**config.mk**
```make
export PLATFORM = sky130hd
export DESIGN_NAME = ram_s2p_arbiter
export DESIGN_NICKNAME = d
export VERILOG_FILES = /design/src/rtl/ram_arb_pkg.sv /design/src/rtl/rr_arbiter.sv /design/src/rtl/ram_s2p_arbiter.sv
export SDC_FILE = /design/constraint.sdc
export NUM_CORES = 1
export LEC_CHECK = 0
export CORE_MARGIN = 2
export CORE_UTILIZATION = 30
export CTS_BUF_LIST = sky130_fd_sc_hd__clkbuf_2
export CTS_CLUSTER_DIAMETER = 120
export DETAILED_ROUTE_END_ITERATION = 10
export PLACE_DENSITY = 0.89
export SETUP_SLACK_MARGIN = 0.02
export SLEW_MARGIN = 20
export SYNTH_ARGS = -nofsm -noshare
export SYNTH_HDL_FRONTEND = slang
export SYNTH_SLANG_ARGS = --single-unit
```
**constraint.sdc**
```tcl
create_clock -name clk_i -period 4.1 [get_ports clk_i]
set_input_delay 0.82 -clock clk_i [delete_from_list [all_inputs] [get_ports clk_i]]
set_output_delay 0.82 -clock clk_i [all_outputs]
set_load 0.02 [all_outputs]
```
**src/rtl/ram_arb_pkg.sv**
```systemverilog
// ram_arb_pkg
// Purpose : shared constants and the response-tracking record used by the
//           two-port RAM arbiter (ram_s2p_arbiter) and its round-robin
//           sub-arbiter (rr_arbiter).
// Contents:
//   DEF_WORD_WIDTH / DEF_WORD_COUNT / DEF_NUM_REQ : default build geometry
//   MAX_NUM_REQ / IDX_WIDTH                       : widest requester index
//   MAX_WORD_WIDTH                                : widest forwardable word
//   rsp_trk_t                                     : one-cycle read tracking
//                                                   (valid, grant index,
//                                                   bypass flag, bypass data)
package ram_arb_pkg;

    localparam int DEF_WORD_WIDTH = 8;
    localparam int DEF_WORD_COUNT = 256;
    localparam int DEF_NUM_REQ    = 4;

    localparam int MAX_NUM_REQ    = 16;
    localparam int IDX_WIDTH      = 4;
    localparam int MAX_WORD_WIDTH = 64;

    // Sized for the largest legal configuration so the record can live in
    // the package; narrower builds simply use the low bits.
    typedef struct packed {
        logic                      valid;
        logic [IDX_WIDTH-1:0]      idx;
        logic                      byp;
        logic [MAX_WORD_WIDTH-1:0] data;
    } rsp_trk_t;

endpackage

```
**src/rtl/rr_arbiter.sv**
```systemverilog
// rr_arbiter
// Purpose : round-robin arbiter with an internal priority pointer. The
//           search starts at the pointer and wraps modulo N; the first
//           active request wins. After a grant to g the pointer moves to
//           (g+1) mod N, otherwise it holds.
// Ports:
//   clk_i   in  1        clock
//   rstn_i  in  1        async active-low reset (pointer -> 0)
//   req_i   in  N        request vector
//   gnt_o   out N        one-hot grant, or zero
//   gidx_o  out PW       index of the granted requester (0 when none)
//   any_o   out 1        a grant is being issued this cycle
module rr_arbiter #(
    parameter  int N  = 4,
    localparam int PW = (N > 1) ? $clog2(N) : 1
) (
    input  logic          clk_i,
    input  logic          rstn_i,
    input  logic [N-1:0]  req_i,
    output logic [N-1:0]  gnt_o,
    output logic [PW-1:0] gidx_o,
    output logic          any_o
);

    logic [PW-1:0] ptr_q;
    logic [PW-1:0] ptr_d;
    logic [PW-1:0] cand;

    // Priority search from the pointer upward with wrap-around.
    always_comb begin
        gnt_o  = '0;
        gidx_o = '0;
        any_o  = 1'b0;
        cand   = '0;
        for (int i = 0; i < N; i++) begin
            cand = PW'((int'(ptr_q) + i) % N);
            if (!any_o && req_i[cand]) begin
                any_o  = 1'b1;
                gidx_o = cand;
            end
        end
        if (any_o) begin
            gnt_o[gidx_o] = 1'b1;
        end
    end

    // Pointer advances past the winner; explicit wrap keeps non-power-of-two N legal.
    always_comb begin
        ptr_d = ptr_q;
        if (any_o) begin
            ptr_d = (int'(gidx_o) == N - 1) ? '0 : gidx_o + PW'(1);
        end
    end

    always_ff @(posedge clk_i or negedge rstn_i) begin
        if (!rstn_i) begin
            ptr_q <= '0;
        end else begin
            ptr_q <= ptr_d;
        end
    end

endmodule

```
**src/rtl/ram_s2p_arbiter.sv**
```systemverilog
// ram_s2p_arbiter
// Purpose : shares one simple-dual-port RAM (one write port, one read port
//           with 1-cycle read latency) between NUM_REQ requesters. Writes
//           and reads are arbitrated independently by two round-robin
//           arbiters; read responses come back one cycle after acceptance
//           on a one-hot strobe with shared data.
// Optional feature (macro RAM_S2P_ARBITER_BYPASS_EN):
//   when defined, a read accepted together with a write to the same address
//   returns the new write data (registered compare + forwarded data).
//   When undefined, no forwarding exists and such a read returns the old
//   RAM contents.
// Ports:
//   clk_i, rstn_i          clock, async active-low reset
//   wr_valid_i/wr_ready_o  per-requester write handshake (ready one-hot/zero)
//   wr_addr_i/wr_data_i    packed per-requester write address/data
//   rd_valid_i/rd_ready_o  per-requester read handshake (ready one-hot/zero)
//   rd_addr_i              packed per-requester read address
//   rsp_valid_o/rsp_data_o one-hot response strobe, shared response data
//   ram_we_o/ram_waddr_o/ram_wdata_o  RAM write port
//   ram_raddr_o/ram_rdata_i           RAM read port (data one cycle later)
import ram_arb_pkg::*;

module ram_s2p_arbiter #(
    parameter  int WORD_WIDTH = DEF_WORD_WIDTH,
    parameter  int WORD_COUNT = DEF_WORD_COUNT,
    parameter  int NUM_REQ    = DEF_NUM_REQ,
    localparam int ADDR_WIDTH = $clog2(WORD_COUNT),
    localparam int IW         = $clog2(NUM_REQ)
) (
    input  logic                          clk_i,
    input  logic                          rstn_i,
    input  logic [NUM_REQ-1:0]            wr_valid_i,
    output logic [NUM_REQ-1:0]            wr_ready_o,
    input  logic [NUM_REQ*ADDR_WIDTH-1:0] wr_addr_i,
    input  logic [NUM_REQ*WORD_WIDTH-1:0] wr_data_i,
    input  logic [NUM_REQ-1:0]            rd_valid_i,
    output logic [NUM_REQ-1:0]            rd_ready_o,
    input  logic [NUM_REQ*ADDR_WIDTH-1:0] rd_addr_i,
    output logic [NUM_REQ-1:0]            rsp_valid_o,
    output logic [WORD_WIDTH-1:0]         rsp_data_o,
    output logic                          ram_we_o,
    output logic [ADDR_WIDTH-1:0]         ram_waddr_o,
    output logic [WORD_WIDTH-1:0]         ram_wdata_o,
    output logic [ADDR_WIDTH-1:0]         ram_raddr_o,
    input  logic [WORD_WIDTH-1:0]         ram_rdata_i
);

    logic [NUM_REQ-1:0] wr_req;
    logic [NUM_REQ-1:0] rd_req;
    logic [NUM_REQ-1:0] wr_gnt;
    logic [NUM_REQ-1:0] rd_gnt;
    logic [IW-1:0]      wr_gidx;
    logic [IW-1:0]      rd_gidx;
    logic               wr_any;
    logic               rd_any;
    rsp_trk_t           trk_q;
    rsp_trk_t           trk_d;
    logic               unused_trk;

    // Requests are masked while reset is held so no ready can rise then.
    assign wr_req = wr_valid_i & {NUM_REQ{rstn_i}};
    assign rd_req = rd_valid_i & {NUM_REQ{rstn_i}};

    rr_arbiter #(.N(NUM_REQ)) u_wr_arb (
        .clk_i  (clk_i),
        .rstn_i (rstn_i),
        .req_i  (wr_req),
        .gnt_o  (wr_gnt),
        .gidx_o (wr_gidx),
        .any_o  (wr_any)
    );

    rr_arbiter #(.N(NUM_REQ)) u_rd_arb (
        .clk_i  (clk_i),
        .rstn_i (rstn_i),
        .req_i  (rd_req),
        .gnt_o  (rd_gnt),
        .gidx_o (rd_gidx),
        .any_o  (rd_any)
    );

    assign wr_ready_o = wr_gnt;
    assign rd_ready_o = rd_gnt;

    // RAM port muxing: granted requester's fields, zero when idle.
    assign ram_we_o    = wr_any;
    assign ram_waddr_o = wr_any ? wr_addr_i[wr_gidx*ADDR_WIDTH +: ADDR_WIDTH] : '0;
    assign ram_wdata_o = wr_any ? wr_data_i[wr_gidx*WORD_WIDTH +: WORD_WIDTH] : '0;
    assign ram_raddr_o = rd_any ? rd_addr_i[rd_gidx*ADDR_WIDTH +: ADDR_WIDTH] : '0;

    // Capture who was granted a read this cycle; the RAM answers next cycle.
    always_comb begin
        trk_d       = '0;
        trk_d.valid = rd_any;
        trk_d.idx   = IDX_WIDTH'(rd_gidx);
`ifdef RAM_S2P_ARBITER_BYPASS_EN
        trk_d.byp   = rd_any && wr_any && (ram_waddr_o == ram_raddr_o);
        trk_d.data  = MAX_WORD_WIDTH'(ram_wdata_o);
`endif
    end

    always_ff @(posedge clk_i or negedge rstn_i) begin
        if (!rstn_i) begin
            trk_q <= '0;
        end else begin
            trk_q <= trk_d;
        end
    end

    assign rsp_valid_o = trk_q.valid ? (NUM_REQ'(1) << trk_q.idx) : '0;

`ifdef RAM_S2P_ARBITER_BYPASS_EN
    assign rsp_data_o = !trk_q.valid ? '0 :
                        trk_q.byp    ? trk_q.data[WORD_WIDTH-1:0] : ram_rdata_i;
`else
    assign rsp_data_o = trk_q.valid ? ram_rdata_i : '0;
`endif

    // Bits of the shared record that a given build does not consume.
    assign unused_trk = ^{trk_q.byp, trk_q.data};

endmodule
```
## Word level (Yosys, flattened, before mapping)

Index checks and enable logic that the tools add are counted.

| word-level totals | value |
|---|---|
| register bits | 7 |
| output and inout bits | 45 |
| logic and storage cells | 91 |

| operators by class | value |
|---|---|
| $add $sub $neg | 8 |
| order comparisons | 12 |
| equality and inequality tests | 2 |
| shifts and indexed selects | 4 |
| muxes and demuxes | 45 |
| bitwise gates (word level) | 2 |
| reduce and logical (&&, ||, !) cells | 14 |

Operators by type and width:

| kind | number |
|---|---|
| variable part select 32 x 6 -> 8 bit | 3 |
| two-way mux 8 bit | 4 |
| less-than comparator 2 x 3 -> 1 bit, second input constant | 10 |
| two-way mux 2 bit | 10 |
| two-way mux 1 bit | 18 |
| binary-select mux 1 bit (select 2 bit) | 8 |
| two-way mux 4 bit | 3 |
| adder 2 x 1 -> 2 bit, second input constant | 4 |
| adder 2 bit, second input constant | 4 |
| AND 4 bit | 2 |
| logical AND 1 bit | 8 |
| zero test 1 bit | 6 |
| demux 1 bit (select 2 bit) | 2 |
| equality test 2 x 1 -> 1 bit, second input constant | 2 |
| greater-or-equal comparator 2 x 1 -> 1 bit, second input constant | 2 |
| << shifter 1 x 2 -> 4 bit, first input constant | 1 |

## Depth between registers and ports, before layout

| depth | value |
|---|---|
| depth in word-level cells | 18 |
| depth in mapped cells | 9 |
| depth with buffers taken out | 7 |

## Modules after synthesis

From an unflattened synthesis, not the netlist that was laid out.

| unflattened totals | value |
|---|---|
| cell total of the unflattened synthesis | 169 |
| area total of the unflattened synthesis | 1,530.2 um^2 |

By module, submodules not included:

| module | times used | cells an instance | area each (um^2) |
|---|---|---|---|
| ram_s2p_arbiter | 1 | 111 | 982.2 |
| rr_arbiter | 2 | 29 | 274.0 |

## Worst setup path after synthesis

OpenSTA, ideal clock, no wires.

| timing | value |
|---|---|
| path type | input port to output port |
| start point | input rd_valid_i[1] |
| end point | output ram_raddr_o[0] |
| arrival | 2,312 ps |
| required time | 3,280 ps |
| path slack | 968 ps |
| stages on the path | 7 |
| path buffers | 2 |
| cell sequence | inv_1 > o211a_1 > or4_4 > buf_6 > buf_12 > mux2i_1 > o22ai_1 |

| between the ends | value |
|---|---|
| word-level cells in the longest chain between the ends | 15 |
| elaborated cells on any way between the ends | 25 |
| classes of those cells | shift: 1; mux: 17; bitwise: 1; reduce/logical: 6 |

RTL lines:

| element | line | source |
|---|---|---|
| start, declared | ram_s2p_arbiter.sv:36 | `input logic [NUM_REQ-1:0] rd_valid_i,` |
| AND 4 bit * | ram_s2p_arbiter.sv:62 | `assign rd_req = rd_valid_i & {NUM_REQ{rstn_i}};` |
| binary-select mux 1 bit (select 2 bit) | rr_arbiter.sv:37 | `if (!any_o && req_i[cand]) begin` |
| two-way mux 1 bit (not written as such) | rr_arbiter.sv:37 |  |
| two-way mux 1 bit | rr_arbiter.sv:37 |  |
| zero test 1 bit | rr_arbiter.sv:37 |  |
| logical AND 1 bit | rr_arbiter.sv:37 |  |
| two-way mux 1 bit | rr_arbiter.sv:37 |  |
| zero test 1 bit | rr_arbiter.sv:37 |  |
| logical AND 1 bit | rr_arbiter.sv:37 |  |
| two-way mux 1 bit | rr_arbiter.sv:37 |  |
| zero test 1 bit | rr_arbiter.sv:37 |  |
| logical AND 1 bit | rr_arbiter.sv:37 |  |
| two-way mux 2 bit | rr_arbiter.sv:37 |  |
| variable part select 32 x 6 -> 8 bit | ram_s2p_arbiter.sv:89 | `assign ram_raddr_o = rd_any ? rd_addr_i[rd_gidx*ADDR_WIDTH +: ADDR_WIDTH] : '0;` |
| two-way mux 8 bit * | ram_s2p_arbiter.sv:89 |  |
| end, declared | ram_s2p_arbiter.sv:44 | `output logic [ADDR_WIDTH-1:0] ram_raddr_o,` |

Every way passes the cells marked *; elsewhere a longest branch is shown, timed or not. The select of a mux whose other input is x is not followed.

## Final worst setup path

| timing | value |
|---|---|
| start point | input rd_valid_i[1] |
| end point | output ram_raddr_o[1] |

Same word-level chain as after synthesis.

==> results.txt <==
DR WL met2 - 3020 µm
First-pass DRT Iterations - 4
max-slew violation count - 0
total die area - 5090 µm²
post-synthesis sequential element count - 7
clk_lat worst skew - 0.22 ns
Final Skew - 0.00720 ns
pwr dens - 249 nW/µm²
Sw Share - 40.8%
# clock sinks - 7
initial antenna violation count - 0
violation count after the first detailed-route iteration - 54
HP Class - register to register
DP Worst Slack - 0.0693 ns
post-cts resize count - 0
Clk pwr share - 6.4%
minimum clock period - 4.02 ns
metal3 WL - 426 µm
Remaining Overflow, GRT - 0
Tcrit/Tclk final - 98.1%
status - completed
Final HPWL DP - 4910 µm
Pwr Total - 766 µW
Yosys cell types - 29
Syn. warnings - 0
detailed-route via count - 1869
Port Buffers - 158
Slowest-stage cell, CP - clkdlybuf4s50_1
Cell Int Power - 453 µW
Max-slew headroom - 78.7%
vias in the first global route - 1775
die width - 71.4 µm
leakage - 1.36 nW
CTS Buffer Depth - 2
Peak VDD IR - 119 µV
worst reg2reg endpoint - u_rd_arb.ptr_q[1]
WP data arrival - 3.20 ns
CP Launch Type - primary input
worst r2r path cells - 6
site row count - 24
FMAX - 249 MHz
fin util - 70.7%
Clock Pin Slew Worst Setup and Hold Paths - 0.07 ns
Area Growth Syn to Fin - 126%
top sig layer - met4
Setup Crit Path Kind - primary input to output port
Largest stage delay, worst path - 0.65 ns
Hold Vio Cnt, Final - 0
RSZ-0062 raised after global routing - false
drt total wl - 5630 µm
Worst Path Max Fanout - 13
Final #Nets - 446
vias per std cell - 4.98
Worst R2R Setup Slack - 2.07 ns
first-pass GRT wire length - 8480 µm
DR DRC count - 0
met1 wire length - 2060 µm
chip height - 71.4 µm
reported net switching power - 313 µW
Critical Path Source - rd_valid_i[1]
share of layout cells above drive strength 1 - 6.50%
# IOs - 159
final setup vio count - 0
Seq pwr share - 14.0%
WL/cell - 15.0 µm
max-capacitance violation count - 0
worst setup margin - 0.0781 ns
Comb pwr share - 79.7%
Crit path required time - 3.28 ns
Num CTS Buffers - 3
synthesized area per cell - 8.51 µm²
H-tree levels - 1
CP most frequent cell - clkdlybuf4s50_1
core area - 4350 µm²
setup TNS - 0 ns
Root Driver - clkbuf_2
Post-DRT Antenna Nets - 0
Starting Density - 31.3%
GR Util All Layers - 20.5%
CTS tree - built
endpoint type of the worst setup path - output port
crit path cell chain - clkdlybuf4s50_1, inv_1, o211a_1, or4_4, buf_12, mux2i_1, o22ai_1, clkdlybuf4s50_1
Setup Fix Bufs, Post-CTS - 0
pin count of the biggest net entering global routing - 17
commonest cells after routing, fill and taps aside - clkdlybuf4s50_1, mux2i_1, o22ai_1
sequential-to-total area share from yosys stat - 12.9%
Syn Nets - 282
GP Congestion - 0.813
mapped cell area - 1360 µm²
end of the critical path - ram_raddr_o[1]
R2R Path Start - u_rd_arb.ptr_q[1]
commonest non-fill, non-tap cell in the layout - clkdlybuf4s50_1
Worst-Margin Slew - 0.318 ns
antenna cells - 0
hold buffer count at CTS - 0
Post-Syn Instances - 160
[final cells by class]
cell class	count	area [µm²]
clock buffers	4	20.0
fillers	336	1270
inverters	7	26.3
multi-input cells	134	1080
flip-flops and latches	7	175
well taps	52	65.1
repair buffers	171	1720
[cell families after synthesis]
group | count (synthesis) | synth area share [%]
buffers and inverters | 19 | 8.09
AND/OR/NAND/NOR | 37 | 15.5
multiplexers | 51 | 37.7
adder cells (fa/ha/maj) | 8 | 7.35
AO/OA/AOI/OAI | 38 | 18.5
flip-flops | 7 | 12.9
[through the flow]
stage,hold WS [ns],instances,area [µm²]
after CTS,0.578,375,3070
after global placement,0.533,371,3050
after global routing,0.603,375,3080
after floorplan,0.502,160,1360
final,0.581,375,3080
after detailed placement,0.563,371,3050
[worst max-delay path, delay by kind of cell]
| family | cells | cell delay (ns) |
|---|---|---|
| AOI/OAI and AO/OA | 2 | 0.35 |
| buffers and inverters | 4 | 1.35 |
| and+or+nand+nor | 1 | 0.56 |
| muxes | 1 | 0.12 |
[metal layers]
layer	GRT usage (%)	vias up
met5	0	-
met3	4.78	10
met4	6.08	0
met1	21.9	854
met2	39.5	81
li1	-	924
[cell usage after synthesis (all sizes together)]
library cell / number / area share, %
o41a: 2 / 1.7
nor3: 1 / 0.37
o21ai: 2 / 0.74
and3b: 1 / 0.64
a21oi: 5 / 1.8
o211a: 1 / 0.74
nor2: 6 / 1.7
nand2b: 4 / 1.8
a31oi: 1 / 0.46
dfrtp: 7 / 13
o221a: 1 / 0.83
ha: 8 / 7.4
o22ai: 24 / 11
and2: 16 / 7.4
or4: 1 / 0.83
o21a: 1 / 0.55
mux2: 2 / 1.7
mux2i: 49 / 36
nor3b: 1 / 0.55
clkbuf: 4 / 1.1
or3: 1 / 0.46
buf: 8 / 5.1
inv: 7 / 1.9
a311oi: 1 / 0.64
and3: 1 / 0.46
nand2: 5 / 1.4
[registers in the layout (all words and copies together) (netlist names)]
register / flops
u_wr_arb.ptr_q: 2
trk_q: 3
u_rd_arb.ptr_q: 2
[how the worst min path moves through the flow]
stage	slack, ns	end	cells past startpoint	startpoint
finish	0.58	u_rd_arb.ptr_q[0]	2	u_rd_arb.ptr_q[0]
global route	0.60	u_rd_arb.ptr_q[0]	2	u_rd_arb.ptr_q[0]
floorplan	0.50	u_rd_arb.ptr_q[0]	2	u_rd_arb.ptr_q[0]
CTS	0.58	u_rd_arb.ptr_q[0]	2	u_rd_arb.ptr_q[0]
global placement	0.53	u_rd_arb.ptr_q[0]	2	u_rd_arb.ptr_q[0]
detailed placement	0.56	u_rd_arb.ptr_q[0]	2	u_rd_arb.ptr_q[0]
[power by group through the flow]
| stage | combinational, mW | clock [mW] | sequential (mW) |
|---|---|---|---|
| global placement | 0.602 | 0 | 0.107 |
| detailed placement | 0.614 | 0 | 0.108 |
| finish | 0.610 | 0.0487 | 0.107 |
| CTS | 0.616 | 0.0504 | 0.106 |
| floorplan | 0.333 | 0 | 0.0973 |
| global route | 0.650 | 0.0565 | 0.111 |
Note: power is estimated with default switching activity, not from simulation.
